[config.mk]
export PLATFORM = sky130hd
export DESIGN_NAME = instr_fetch_stage_flat
export DESIGN_NICKNAME = d
export VERILOG_FILES = /design/src/rtl/instr_fetch_stage_if.sv /design/src/rtl/instr_fetch_stage.sv /design/src/flat_wrapper.sv
export SDC_FILE = /design/constraint.sdc
export NUM_CORES = 1
export LEC_CHECK = 0
export ABC_AREA = 1
export CORE_AREA = 3 3 130 132
export DETAILED_ROUTE_END_ITERATION = 16
export DIE_AREA = 0 0 133 135
export HOLD_SLACK_MARGIN = 0.03
export PLACE_DENSITY = 0.86
export SKIP_CTS_REPAIR_TIMING = 1
export SLEW_MARGIN = 10
export SYNTH_ARGS = -nofsm -noshare
export SYNTH_HDL_FRONTEND = slang
export SYNTH_SLANG_ARGS = --single-unit
[constraint.sdc]
create_clock -name clk -period 7.8 [get_ports clk]
set_clock_uncertainty 0.15 [all_clocks]
set_input_delay 0.78 -clock clk [delete_from_list [all_inputs] [get_ports clk]]
set_output_delay 0.78 -clock clk [all_outputs]
set_load 0.01 [all_outputs]
[src/rtl/instr_fetch_stage_if.sv]
// Fetch-stage bus: instruction-memory read port, redirect input and the
// valid/ready hand-off to decode. The fetch stage uses the master modport.
interface instr_fetch_stage_if #(
  parameter int PC_W       = 8,
  parameter int INSTR_W    = 32,
  parameter int FIFO_DEPTH = 4
);
  localparam int CW = $clog2(FIFO_DEPTH) + 1;

  logic               imem_req;
  logic [PC_W-1:0]    imem_addr;
  logic [INSTR_W-1:0] imem_rdata;
  logic               redirect_valid;
  logic [PC_W-1:0]    redirect_pc;
  logic               id_ready;
  logic               if_valid;
  logic [INSTR_W-1:0] if_instr;
  logic [PC_W-1:0]    if_pc;
  logic [CW-1:0]      fifo_count;

  modport master (
    output imem_req, imem_addr, if_valid, if_instr, if_pc, fifo_count,
    input  imem_rdata, redirect_valid, redirect_pc, id_ready
  );

  modport slave (
    input  imem_req, imem_addr, if_valid, if_instr, if_pc, fifo_count,
    output imem_rdata, redirect_valid, redirect_pc, id_ready
  );
endinterface

[src/rtl/instr_fetch_stage.sv]
// Instruction fetch: PC generation, 1-cycle-latency imem reads, show-ahead
// prefetch FIFO to decode, redirect flush. Optional HALT_DETECT_EN stops fetch on opcode 3'b111.
module instr_fetch_stage #(
  parameter int              PC_W       = 8,
  parameter int              INSTR_W    = 32,
  parameter int              FIFO_DEPTH = 4,
  parameter logic [PC_W-1:0] RESET_PC   = {PC_W{1'b0}}
) (
  input  logic                clk,
  input  logic                rst,
  instr_fetch_stage_if.master bus
);
  localparam int AW = $clog2(FIFO_DEPTH);
  localparam int CW = AW + 1;
  localparam logic [CW-1:0] DEPTH_V = CW'(FIFO_DEPTH);

`ifdef HALT_DETECT_EN
  typedef enum logic [0:0] {RUN = 1'b0, HALT = 1'b1} state_t;
`else
  typedef enum logic [0:0] {RUN = 1'b0} state_t;
`endif

  state_t             state_r;
  logic [PC_W-1:0]    pc_r;
  logic               pend_r;
  logic [PC_W-1:0]    pend_pc_r;
  logic [AW-1:0]      wr_ptr_r;
  logic [AW-1:0]      rd_ptr_r;
  logic [CW-1:0]      count_r;
  logic [INSTR_W-1:0] instr_mem_r [FIFO_DEPTH];
  logic [PC_W-1:0]    pc_mem_r    [FIFO_DEPTH];

  logic               pop_s;
  logic               push_s;
  logic [CW-1:0]      occ_s;
  logic               issue_s;

  // Issue decision: occupancy after this edge (push of the pending word,
  // minus any pop) must leave a slot for the word requested now.
  // rst gates the request so imem_req drops the moment reset asserts.
  always_comb begin
    pop_s   = 1'b0;
    push_s  = 1'b0;
    occ_s   = {CW{1'b0}};
    issue_s = 1'b0;
    pop_s   = (count_r != {CW{1'b0}}) && bus.id_ready;
    push_s  = pend_r;
    occ_s   = count_r + CW'(pend_r) - CW'(pop_s);
    if (!rst && (state_r == RUN) && !bus.redirect_valid && (occ_s < DEPTH_V)) begin
      issue_s = 1'b1;
    end else begin
      issue_s = 1'b0;
    end
  end

  // PC, in-flight tracking, prefetch FIFO and run/halt state.
  always_ff @(posedge clk or posedge rst) begin
    if (rst) begin
      state_r   <= RUN;
      pc_r      <= RESET_PC;
      pend_r    <= 1'b0;
      pend_pc_r <= {PC_W{1'b0}};
      wr_ptr_r  <= {AW{1'b0}};
      rd_ptr_r  <= {AW{1'b0}};
      count_r   <= {CW{1'b0}};
      for (int i = 0; i < FIFO_DEPTH; i++) begin
        instr_mem_r[i] <= {INSTR_W{1'b0}};
        pc_mem_r[i]    <= {PC_W{1'b0}};
      end
    end else if (bus.redirect_valid) begin
      // Flush: the in-flight response is dropped by clearing pend.
      state_r  <= RUN;
      pc_r     <= bus.redirect_pc;
      pend_r   <= 1'b0;
      wr_ptr_r <= {AW{1'b0}};
      rd_ptr_r <= {AW{1'b0}};
      count_r  <= {CW{1'b0}};
    end else begin
      pend_r <= issue_s;
      if (issue_s) begin
        pc_r      <= pc_r + PC_W'(1'b1);
        pend_pc_r <= pc_r;
      end
      if (push_s) begin
        instr_mem_r[wr_ptr_r] <= bus.imem_rdata;
        pc_mem_r[wr_ptr_r]    <= pend_pc_r;
        wr_ptr_r              <= wr_ptr_r + AW'(1'b1);
      end
      if (pop_s) begin
        rd_ptr_r <= rd_ptr_r + AW'(1'b1);
      end
      count_r <= count_r + CW'(push_s) - CW'(pop_s);
`ifdef HALT_DETECT_EN
      if (push_s && (bus.imem_rdata[INSTR_W-1 -: 3] == 3'b111)) begin
        state_r <= HALT;
      end
`endif
    end
  end

  assign bus.imem_req   = issue_s;
  assign bus.imem_addr  = pc_r;
  assign bus.if_valid   = (count_r != {CW{1'b0}});
  assign bus.if_instr   = instr_mem_r[rd_ptr_r];
  assign bus.if_pc      = pc_mem_r[rd_ptr_r];
  assign bus.fifo_count = count_r;

endmodule

[src/flat_wrapper.sv]
// flat-port wrapper written by rule: the top's interface ports become plain ports
module instr_fetch_stage_flat 
#(
  parameter int              PC_W       = 8,
  parameter int              INSTR_W    = 32,
  parameter int              FIFO_DEPTH = 4,
  parameter logic [PC_W-1:0] RESET_PC   = {PC_W{1'b0}}
)
  (clk, rst, bus_imem_req, bus_imem_addr, bus_if_valid, bus_if_instr, bus_if_pc, bus_fifo_count, bus_imem_rdata, bus_redirect_valid, bus_redirect_pc, bus_id_ready);
  instr_fetch_stage_if #(.PC_W(PC_W), .INSTR_W(INSTR_W), .FIFO_DEPTH(FIFO_DEPTH)) bus_i ();
  input  logic clk;
  input  logic rst;
  output wire logic [$bits(bus_i.imem_req)-1:0] bus_imem_req;
  output wire logic [$bits(bus_i.imem_addr)-1:0] bus_imem_addr;
  output wire logic [$bits(bus_i.if_valid)-1:0] bus_if_valid;
  output wire logic [$bits(bus_i.if_instr)-1:0] bus_if_instr;
  output wire logic [$bits(bus_i.if_pc)-1:0] bus_if_pc;
  output wire logic [$bits(bus_i.fifo_count)-1:0] bus_fifo_count;
  input wire logic [$bits(bus_i.imem_rdata)-1:0] bus_imem_rdata;
  input wire logic [$bits(bus_i.redirect_valid)-1:0] bus_redirect_valid;
  input wire logic [$bits(bus_i.redirect_pc)-1:0] bus_redirect_pc;
  input wire logic [$bits(bus_i.id_ready)-1:0] bus_id_ready;
  assign bus_imem_req = bus_i.imem_req;
  assign bus_imem_addr = bus_i.imem_addr;
  assign bus_if_valid = bus_i.if_valid;
  assign bus_if_instr = bus_i.if_instr;
  assign bus_if_pc = bus_i.if_pc;
  assign bus_fifo_count = bus_i.fifo_count;
  assign bus_i.imem_rdata = bus_imem_rdata;
  assign bus_i.redirect_valid = bus_redirect_valid;
  assign bus_i.redirect_pc = bus_redirect_pc;
  assign bus_i.id_ready = bus_id_ready;
  instr_fetch_stage #(.PC_W(PC_W), .INSTR_W(INSTR_W), .FIFO_DEPTH(FIFO_DEPTH), .RESET_PC(RESET_PC)) u_core (.clk(clk), .rst(rst), .bus(bus_i));
endmodule
After elaboration in Yosys (flattened, before gate mapping). Cells that the tools add are included. Widths: inputs -> output; s select.

Flip-flop bits (word level): 184. Input bits: 44. Output and inout port bits: 53. Word-level logic and storage cells: 59.

$add $sub $neg: 5. $lt $le $gt $ge: 4. Muxes and demuxes: 21. Bitwise gates (word level): 3. Reduce and logical (&&, ||, !) cells: 12.

Operators by type and width (count): $bwmux 128 (1); $mux 32 (3); $bmux 32 s2 (1); $demux 32 s2 (1); $mux 8 (5); $bwmux 32 (1); $bmux 8 s2 (1); $demux 8 s2 (1); $add 8x1->8 const B (1); $mux 2 (4); $ge 3x3->1 const B (2); $not 2->3 (2); $reduce_bool 2->1 (3); $add 2x1->2 const B (2); $logic_and 1x1->1 (4); $reduce_and 2->1 (2); $add 3x1->3 (1); $lt 3x1->1 const B (1); $lt 3x3->1 const B (1); $mux 3 (1); $reduce_bool 3->1 (1); $sub 3x1->3 (1); $logic_not 1->1 (2); $mux 1 (2); $not 1->1 (1).

Logic depth before layout (Yosys ltp). Gate-level depths: netlist (run 1).

Depth in word-level cells: 8. Depth in mapped cells: 16. Depth with buffers taken out: 16.

Worst setup path after synthesis (run 1). Ideal clock, no wire load.

Path kind: in2out. Start: in bus_id_ready. End: out bus_imem_req. Arrival: 2.195 ns. Required time: 6.870 ns. Slack: 4.675 ns. Cell stages on the path: 10. Buffers on the path: 0. Path through: nand2_1 -> inv_1 -> ha_1 -> inv_1 -> ha_1 -> inv_1 -> fa_1 -> inv_1 -> nand3_2 -> a21oi_4.

Word-level cells in the longest chain between the ends: 5.

Ends and longest elaborated chain: start: declaration (RTL line flat_wrapper.sv:22) `input wire logic [$bits(bus_i.id_ready)-1:0] bus_id_ready;`; $logic_and 1x1->1 (RTL line instr_fetch_stage.sv:46) `pop_s = (count_r != {CW{1'b0}}) && bus.id_ready;`; $sub 3x1->3 (RTL line instr_fetch_stage.sv:48) `occ_s = count_r + CW'(pend_r) - CW'(pop_s);`; $lt 3x3->1 (RTL line instr_fetch_stage.sv:49) `if (!rst && (state_r == RUN) && !bus.redirect_valid && (occ_s < DEPTH_V)) begin`; $logic_and 1x1->1 (RTL line instr_fetch_stage.sv:49); $mux 1 (RTL line instr_fetch_stage.sv:49); end: declaration (RTL line flat_wrapper.sv:13) `output wire logic [$bits(bus_i.imem_req)-1:0] bus_imem_req;`.

Every way passes these cells.

Final worst setup path (run 1). Ends and elaborated chain as after synthesis.

==> results.ini, run 1 <==
[run_status]
status = completed

[worst_setup_path]
cp_max_fo = 9
slowest_stage = clkdlybuf4s50_1
crit_path_frequent_cell = inv_1
crit_type = in2out
worstSetupEndpointType = primary output
crit_path_max_incr_delay_ns = 0.58
cp-start-kind = primary input
worstPathCellList = clkdlybuf4s50_1 -> nand2_1 -> inv_1 -> ha_1 -> inv_1 -> ha_1 -> inv_1 -> fa_1 -> inv_1 -> nand3_2 -> a21oi_4 -> clkdlybuf4s50_1
worstPathArrival_ns = 3.30
cp_data_required_time_ns = 6.87

[logic_synthesis]
ys_seq_elements = 184
yosysWarnings = 0
synth_area_per_cell_um2 = 9.128
synth_fp_nets = 997
synth_cell_types = 28
ys_seq_area_share_pct = 53.38
synthesis.area_mm2 = 0.008626
syn_inst = 945

[global_routing]
first_global_vias = 6492
antenna_found_initial = 0
grt_max_degree = 111
grt_pass1_wl_mm = 31.54
grt_overflow = 0
track_usage_pct = 21.72

[timing]
clock.fmax_ghz = 0.2364
tns_ns = 0
worst_slew_pin_slew_ns = 0.9852
post-route-min-period_ns = 4.231
post-route-period-util_pct = 54.24
drv_slew = 0
setup_viol = 0
slew_headroom_pct = 34.32
finalHoldViolations = 0
rsz0062_at_grt = false

[placement]
dp_hpwl_mm = 10.46
place_area_mm2 = 0.009385
gp_congestion = 0.7797
port-buffer-count = 96

[drt]
viasPerCell = 5.447
ant_nets = 0
drc = 0
drt_first_iter_violations = 592
wl_per_cell_um = 15.25
drt-pass1-iter-count = 5
drt_wl_total_mm = 18.73
dr_total_vias = 6689

[finish]
mostFrequentLayoutCell = nand2_1
drive_above_1_share_pct = 10.67
fin_nets = 1055
layout_common_cells = nand2_1 (206), dfrtp_1 (183), o21ai_1 (114), clkdlybuf4s50_1 (96), nor2_1 (89)
diodes = 0
syn_to_final_growth_pct = 14.81
stdcell_area_mm2 = 0.009903

[cts]
cts-root-buf = clkbuf_16
cts_tree = done
numCtsBuffers = 17
htreeDepth = 4
clk_latency_ns = 0.42
clock-sinks = 184
clockBufferDepth = 2
clk_pin_slew_worst_paths_ns = 0.06

[power_and_ir_drop]
ir_drop_v = 0.0002157
powerDensity_mw_per_mm2 = 350.3
leakage_nw = 4.688

[floorplanning]
die_y_um = 135
io_pins = 97
die_area_mm2 = 0.01796
start_util_pct = 54.50
die_w_um = 133
rows = 46
core-area_mm2 = 0.01583

[min_path]
hold_class = reg2reg

[run]
maxCapViolCount = 0

[layout make-up]
class / instances / area (µm²)
repair buffers: 101 / 998.5
clock buffers: 23 / 467.9
fillers: 1335 / 5924
flip-flops and latches: 184 / 4606
clock inverters: 5 / 50.05
inverters: 65 / 249.0
multi-input cells: 634 / 3262
well taps: 216 / 270.3
[synth_stat cells, drive strengths merged]
cell type  instances  area (µm²)
ha                 7       87.58
inv               65       244.0
nand4              1       6.260
fa                 1       20.02
a22o               1       8.760
dfrtp            184        4604
o22ai             40       250.2
clkbuf            15       56.30
a21oi              2       21.27
buf               47       459.2
nand3             21       165.2
xor2               3       26.28
nand2            215       854.6
nor2              91       365.3
o21ai            252        1456
[stage by stage]
stage	util, %	setup slack (ns)	instances	power (mW)	hold slack, ns
floorplan	-	1.870	945	2.153	0.2996
global placement	59.30	3.612	1200	2.647	0.3087
detailed placement	59.30	3.564	1200	2.689	0.3124
CTS	62.57	3.560	1228	3.491	0.3279
global route	62.57	3.432	1228	3.701	0.3416
finish	62.57	3.569	1228	3.469	0.3251
[where the power goes]
group,switching [mW],internal [mW],total [mW]
clock,0.340,0.447,0.787
sequential,0.150,1.21,1.36
combinational,0.710,0.611,1.32
total,1.20,2.27,3.47
[critical path: cells and delay by family]
kind / cells / cell delay, ns
buffers and inverters: 6 / 1.29
AOI/OAI and AO/OA: 1 / 0.28
and+or+nand+nor: 2 / 0.20
adders and majority gates: 3 / 0.75
[sequential cells by signal, summed over array words and instances, names as in the netlist]
| name | count |
|---|---|
| u_core.instr_mem_r | 128 |
| u_core.rd_ptr_r | 2 |
| u_core.bus.fifo_count | 3 |
| u_core.wr_ptr_r | 2 |
| u_core.pend_r | 1 |
| u_core.pend_pc_r | 8 |
| u_core.pc_mem_r | 32 |
| u_core.bus.imem_addr | 8 |
[cells by family after synthesis]
family,count (synthesis),synth area share (%)
AOI/OAI and AO/OA,295,20.13
DFF,184,53.38
and+or+nand+nor,328,16.13
xor gates and xnor gates,3,0.3047
adders and majority gates,8,1.247
buffers and inverters,127,8.805
[final timing paths]
kind / start / to / slack (ns) / cells past startpoint
min in group asynchronous: rst / u_core.bus.imem_addr[7]$_DFFE_PP0P_ / 0.90 / 2
worst max register to register: u_core.bus.fifo_count[1]$_DFF_PP0_ / u_core.bus.imem_addr[6]$_DFFE_PP0P_ / 5.01 / 16
worst min register to register: u_core.instr_mem_r[66]$_DFFE_PP0P_ / u_core.instr_mem_r[66]$_DFFE_PP0P_ / 0.33 / 2
max in group asynchronous: rst / u_core.instr_mem_r[47]$_DFFE_PP0P_ / 5.10 / 3
worst max-delay path: bus_id_ready / bus_imem_req / 3.57 / 12
worst min-delay path: u_core.instr_mem_r[66]$_DFFE_PP0P_ / u_core.instr_mem_r[66]$_DFFE_PP0P_ / 0.33 / 2
[routing by layer]
layer  global-route usage (%)  routed length, µm  vias to the layer above
met2                    34.31               8833                      188
met4                    7.910                313                        0
li1                         -                  -                     3240
met3                    4.434               1001                       26
met5                        0                  0                        -
met1                    30.06               8581                     3235
Note: power is estimated with default switching activity, not from simulation.
==> inputs of run 2 (changes only) <==
==> constraint.sdc (replaced) <==
create_clock -name clk -period 4.4 [get_ports clk]
set_clock_uncertainty 0.15 [all_clocks]
set_input_delay 0.44 -clock clk [delete_from_list [all_inputs] [get_ports clk]]
set_output_delay 0.44 -clock clk [all_outputs]
set_load 0.01 [all_outputs]
==> results.ini, run 2 (synthesis results as in run 1) <==
[global_routing]
track_usage_pct = 21.86
grt_max_degree = 102
antenna_found_initial = 0
first_global_vias = 6480
grt_overflow = 0
grt_pass1_wl_mm = 31.91

[worst_setup_path]
worstPathArrival_ns = 3.24
cp_data_required_time_ns = 3.81
worstSetupEndpointType = primary output
crit_path_frequent_cell = inv_1
worstPathCellList = inv_1 -> nand3_1 -> nand2_1 -> inv_1 -> ha_1 -> inv_1 -> ha_1 -> inv_1 -> fa_1 -> inv_1 -> nand3_2 -> a21oi_4 -> clkdlybuf4s50_1
crit_type = reg2out
crit_path_max_incr_delay_ns = 0.59
cp-start-kind = register
slowest_stage = clkdlybuf4s50_1
cp_max_fo = 9

[finish]
finish.utilization_pct = 63.61
mostFrequentLayoutCell = nand2_1
top_regs = u_core.instr_mem_r: 128 flops, u_core.pc_mem_r: 32 flops
drive_above_1_share_pct = 11.41
syn_to_final_growth_pct = 16.72
fin_nets = 1056
diodes = 0
layout_common_cells = nand2_1 (206), dfrtp_1 (183), o21ai_1 (114), clkdlybuf4s50_1 (96), nor2_1 (89)
largest_reg_flops = 128
regMostFlops = u_core.instr_mem_r
stdcell_count = 1233

[timing]
tns_ns = 0
rsz0062_at_grt = false
whs_ns = 0.1984
drv_slew = 0
post-route-min-period_ns = 3.825
worst_slew_pin_slew_ns = 1.014
post-route-period-util_pct = 86.94
setup_viol = 0
slew_headroom_pct = 32.42
clock.fmax_ghz = 0.2614
finalHoldViolations = 0

[drt]
drt_first_iter_violations = 751
drc = 0
ant_nets = 0
drt-pass1-iter-count = 5
viasPerCell = 5.376
drt_wl_total_mm = 18.87
dr_total_vias = 6628
wl_per_cell_um = 15.31

[run]
maxCapViolCount = 0

[floorplanning]
rows = 46
die_y_um = 135
core-area_mm2 = 0.01583
die_w_um = 133
die_area_mm2 = 0.01796
io_pins = 97
start_util_pct = 54.50

[cts]
htreeDepth = 4
clock-sinks = 184
cts_tree = done
cts-root-buf = clkbuf_16
numCtsBuffers = 17
clockBufferDepth = 2
clk_latency_ns = 0.43
clk_pin_slew_worst_paths_ns = 0.06

[placement]
gp_congestion = 0.8154
dp_hpwl_mm = 10.60
dp_cells = 1201
port-buffer-count = 96

[run_status]
status = completed

[min_path]
hold_class = in2async

[power_and_ir_drop]
leakage_nw = 4.747
ir_drop_v = 0.0003891
powerDensity_mw_per_mm2 = 635.8

==> run 2: cell count changes in the layout (fill, tap and decap cells not counted) <==
cell        delta
buf_12         +3
clkinvlp_4     +5
clkbuf_1       -3
buf_4          -2
clkinv_2       -2
clkbuf_8       +1
bufinv_16      +3
==> run 2: worst max-delay path: cells and delay by family (launching register included) <==
kind                     cells  cell delay [ns]
AND/OR/NAND/NOR              3             0.33
flip-flops                   1             0.44
buffers and inverters        6             0.96
AO/OA/AOI/OAI                1             0.28
adder cells (fa/ha/maj)      3             0.80
==> run 2: metal layers <==
| metal | GRT usage (%) | part of all wire [%] |
|---|---|---|
| met5 | 0 | 0 |
| met4 | 5.716 | 0.64 |
| met3 | 5.067 | 4.8 |
| met2 | 35.72 | 49 |
| met1 | 29.75 | 46 |
==> run 2: path summary, 6_finish.rpt <==
path                       slack, ns                               start                                   to  cells after the start
setup / recovery                0.57  u_core.bus.fifo_count[1]$_DFF_PP0_                         bus_imem_req                     13
hold / removal                  0.20                                 rst   u_core.bus.fifo_count[2]$_DFF_PP0_                      2
setup reg to reg                1.56  u_core.bus.fifo_count[1]$_DFF_PP0_  u_core.bus.imem_addr[5]$_DFFE_PP0P_                     15
hold reg to reg                 0.33  u_core.instr_mem_r[32]$_DFFE_PP0P_   u_core.instr_mem_r[32]$_DFFE_PP0P_                      2
max in group asynchronous       3.17                                 rst   u_core.instr_mem_r[70]$_DFFE_PP0P_                      3
min in group clk                0.33  u_core.instr_mem_r[32]$_DFFE_PP0P_   u_core.instr_mem_r[32]$_DFFE_PP0P_                      2
==> run 2: layout make-up <==
class                   instances  area [µm²]
flip-flops and latches        184        4606
inverters                      65       247.7
fillers                      1291        5759
multi-input cells             634        3262
repair buffers                102        1044
clock buffers                  21       470.5
clock inverters                11       168.9
well taps                     216       270.3
==> run 2: metrics by stage <==
step / setup WS (ns) / power (mW) / cell area (µm²)
final: 0.5746 / 6.401 / 10070
after global routing: 0.3388 / 6.821 / 10070
after CTS: 0.5446 / 6.444 / 10070
after detailed placement: 0.8215 / 4.783 / 9429
after global placement: 0.8922 / 4.710 / 9429
after floorplan: 1.445 / 3.817 / 8630
==> run 2: where the power goes <==
part | internal (mW) | leakage [nW] | switching [mW]
clock | 0.996 | 0.302 | 0.639
sequential | 2.15 | 2.46 | 0.268
combinational | 1.09 | 1.98 | 1.26
total | 4.23 | 4.75 | 2.17
==> RTL change: new RTL, config.mk and constraints of run 1 <==
`INSTR_W` is set to 32 in 3 places; all go to 36.
--- a/src/rtl/instr_fetch_stage_if.sv
+++ b/src/rtl/instr_fetch_stage_if.sv
@@ -4,3 +4,3 @@
   parameter int PC_W       = 8,
-  parameter int INSTR_W    = 32,
+  parameter int INSTR_W    = 36,
   parameter int FIFO_DEPTH = 4
--- a/src/rtl/instr_fetch_stage.sv
+++ b/src/rtl/instr_fetch_stage.sv
@@ -4,3 +4,3 @@
   parameter int              PC_W       = 8,
-  parameter int              INSTR_W    = 32,
+  parameter int              INSTR_W    = 36,
   parameter int              FIFO_DEPTH = 4,
--- a/src/flat_wrapper.sv
+++ b/src/flat_wrapper.sv
@@ -4,3 +4,3 @@
   parameter int              PC_W       = 8,
-  parameter int              INSTR_W    = 32,
+  parameter int              INSTR_W    = 36,
   parameter int              FIFO_DEPTH = 4,
Ports: changed (resized bus_if_instr and bus_imem_rdata); port bits go from 97 to 105. The function was not compared with the original's and may differ.
==> RTL change against run 1 <==
  * Core utilization is 3.4 points higher
  * Critical path type unchanged
  * Total power rose by 7.6%
  * Cell count increased by 7.1%
  * Area after synthesis up 1.3%
  * Largest cell class unchanged
  * Design area increased by 5.5%
  * Critical path depth unchanged
  * Routed wire length up 7.3%
  * Worst setup slack worse by 0.12 ns
  * Clock power grew 16%
  * Via count rose by 7.8%
  * Fmax down 2.7%
  * Synthesized cell count up 8.4%
  * Non-clock buffer count grew 11
  * Critical endpoint unchanged
  * Sequential cell count is 16 higher
==> RTL change: results (changes against run 1) <==
| Metric | Value |
|---|---|
| Status | `complete, no violations (unchanged)` |
| Avg WL per Cell | `15.3 um (about the same)` |
| Synth area leaders | `dfrtp_1 (57%), o21ai_0 (11%), nand2_1 (9.7%) (was dfrtp_1 (53%), nand2_1 (9.0%), o21ai_1 (6.6%))` |
| End point of the worst hold path | `u_core.instr_mem_r[91] (was u_core.instr_mem_r[66])` |
| Post-Synthesis Cells | `1024 (was 945)` |
| VDD IR max | `226 uV (was 216 uV)` |
| Hpwl dp | `11400 um (was 10500 um)` |
| Total track usage | `0.231 (was 0.217)` |
| Layout cells sized above 1 | `0.0455 (was 0.107)` |
| DP Worst Slack | `3.45 ns (was 3.56 ns)` |
| Global-route wire length before repair | `33800 um (was 31500 um)` |
| Register-to-register setup slack | `4.90 ns (was 5.01 ns)` |
| Number of global-route vias before repair | `6977 (was 6492)` |
| Vias per cell | `5.48 (was 5.45)` |
| Hold slack | `0.330 ns (was 0.325 ns)` |
| Largest net degree at the start of global routing | `118 (was 111)` |
| Leak | `4.92 nW (was 4.69 nW)` |
| Register area share after synthesis | `0.573 (was 0.534)` |
| Critical R2R Capture | `u_core.bus.imem_addr[0] (was u_core.bus.imem_addr[6])` |
| Routed vias | `7208 (was 6689)` |
| I/O Buffers | `104 (was 96)` |
| Synth cell count leaders | `nand2_1 (227), dfrtp_1 (200), o21ai_0 (196), nor2_1 (98), o21ai_1 (80) (was nand2_1 (206), dfrtp_1 (184), o21ai_1 (114), nor2_1 (89), o21ai_0 (86))` |
| Worst relative slew slack | `0.316 (was 0.343)` |
| Routability Congestion | `0.819 (was 0.780)` |
| Largest registers | `u_core.instr_mem_r x144, u_core.pc_mem_r x32 (was u_core.instr_mem_r x128, u_core.pc_mem_r x32)` |
[RTL change: cell types whose count changed after synthesis, moves of 10 or more]
cell	before	now
nand2_1	206	227
o21ai_2	52	0
clkbuf_1	15	45
nand3_2	12	0
o21ai_1	114	80
dfrtp_1	184	200
o21ai_0	86	196
buf_6	33	0
buf_2	9	19
nand3_1	9	21
[RTL change: layout make-up]
class / instances / area [um^2] / area share
clock inverters: 15 / 190 / 0.0182
repair buffers: 112 / 1100 / 0.105
clock buffers: 17 / 425 / 0.0407
flip-flops and latches: 200 / 5010 / 0.479
inverters: 69 / 267 / 0.0255
well taps: 216 / 270 / 0.0259
multi-input cells: 686 / 3190 / 0.305
[RTL change: how the worst max path moves through the flow]
stage	end	slack (ns)	cells past startpoint
finish	bus_imem_req	3.45	12
global route	bus_imem_req	3.32	12
CTS	bus_imem_req	3.47	12
detailed placement	bus_imem_req	3.45	12
global placement	bus_imem_req	3.52	12
floorplan	u_core.bus.fifo_count[0]	1.42	1
[RTL change: report_power, final]
group	internal (mW)	switching [mW]	total, mW
Combinational	0.627	0.718	1.34
Clock	0.512	0.402	0.914
Sequential	1.31	0.160	1.47
[RTL change: cells by family (layout without fill, tap and decap cells)]
family                     count (synthesis)  in the layout  share of synthesized area
and+or+nand+nor                          352            352                      0.157
buffers and inverters                    138            213                     0.0624
DFF                                      200            200                      0.573
adders and majority gates                  8              8                     0.0123
xor gates and xnor gates                   3              3                    0.00301
AOI/OAI and AO/OA                        323            323                      0.192
[RTL change: routing by layer]
layer | routed length, um | track usage | vias up
li1 | - | - | 3494
met1 | 9070 | 0.319 | 3488
met2 | 9890 | 0.380 | 203
met3 | 884 | 0.0387 | 23
met4 | 261 | 0.0727 | 0
met5 | 0 | 0 | -
[RTL change: worst max-delay path, delay by kind of cell]
family          cells  cell delay (ns)
buf+inv             6             1.31
compound gates      1             0.41
fa+ha+maj           3             0.71
simple gates        2             0.21
[RTL change: per-stage QoR]
step | cell area (um^2) | utilization
global placement | 9830 | 0.621
detailed placement | 9830 | 0.621
global route | 10400 | 0.660
CTS | 10400 | 0.660
finish | 10400 | 0.660
floorplan | 8740 | -
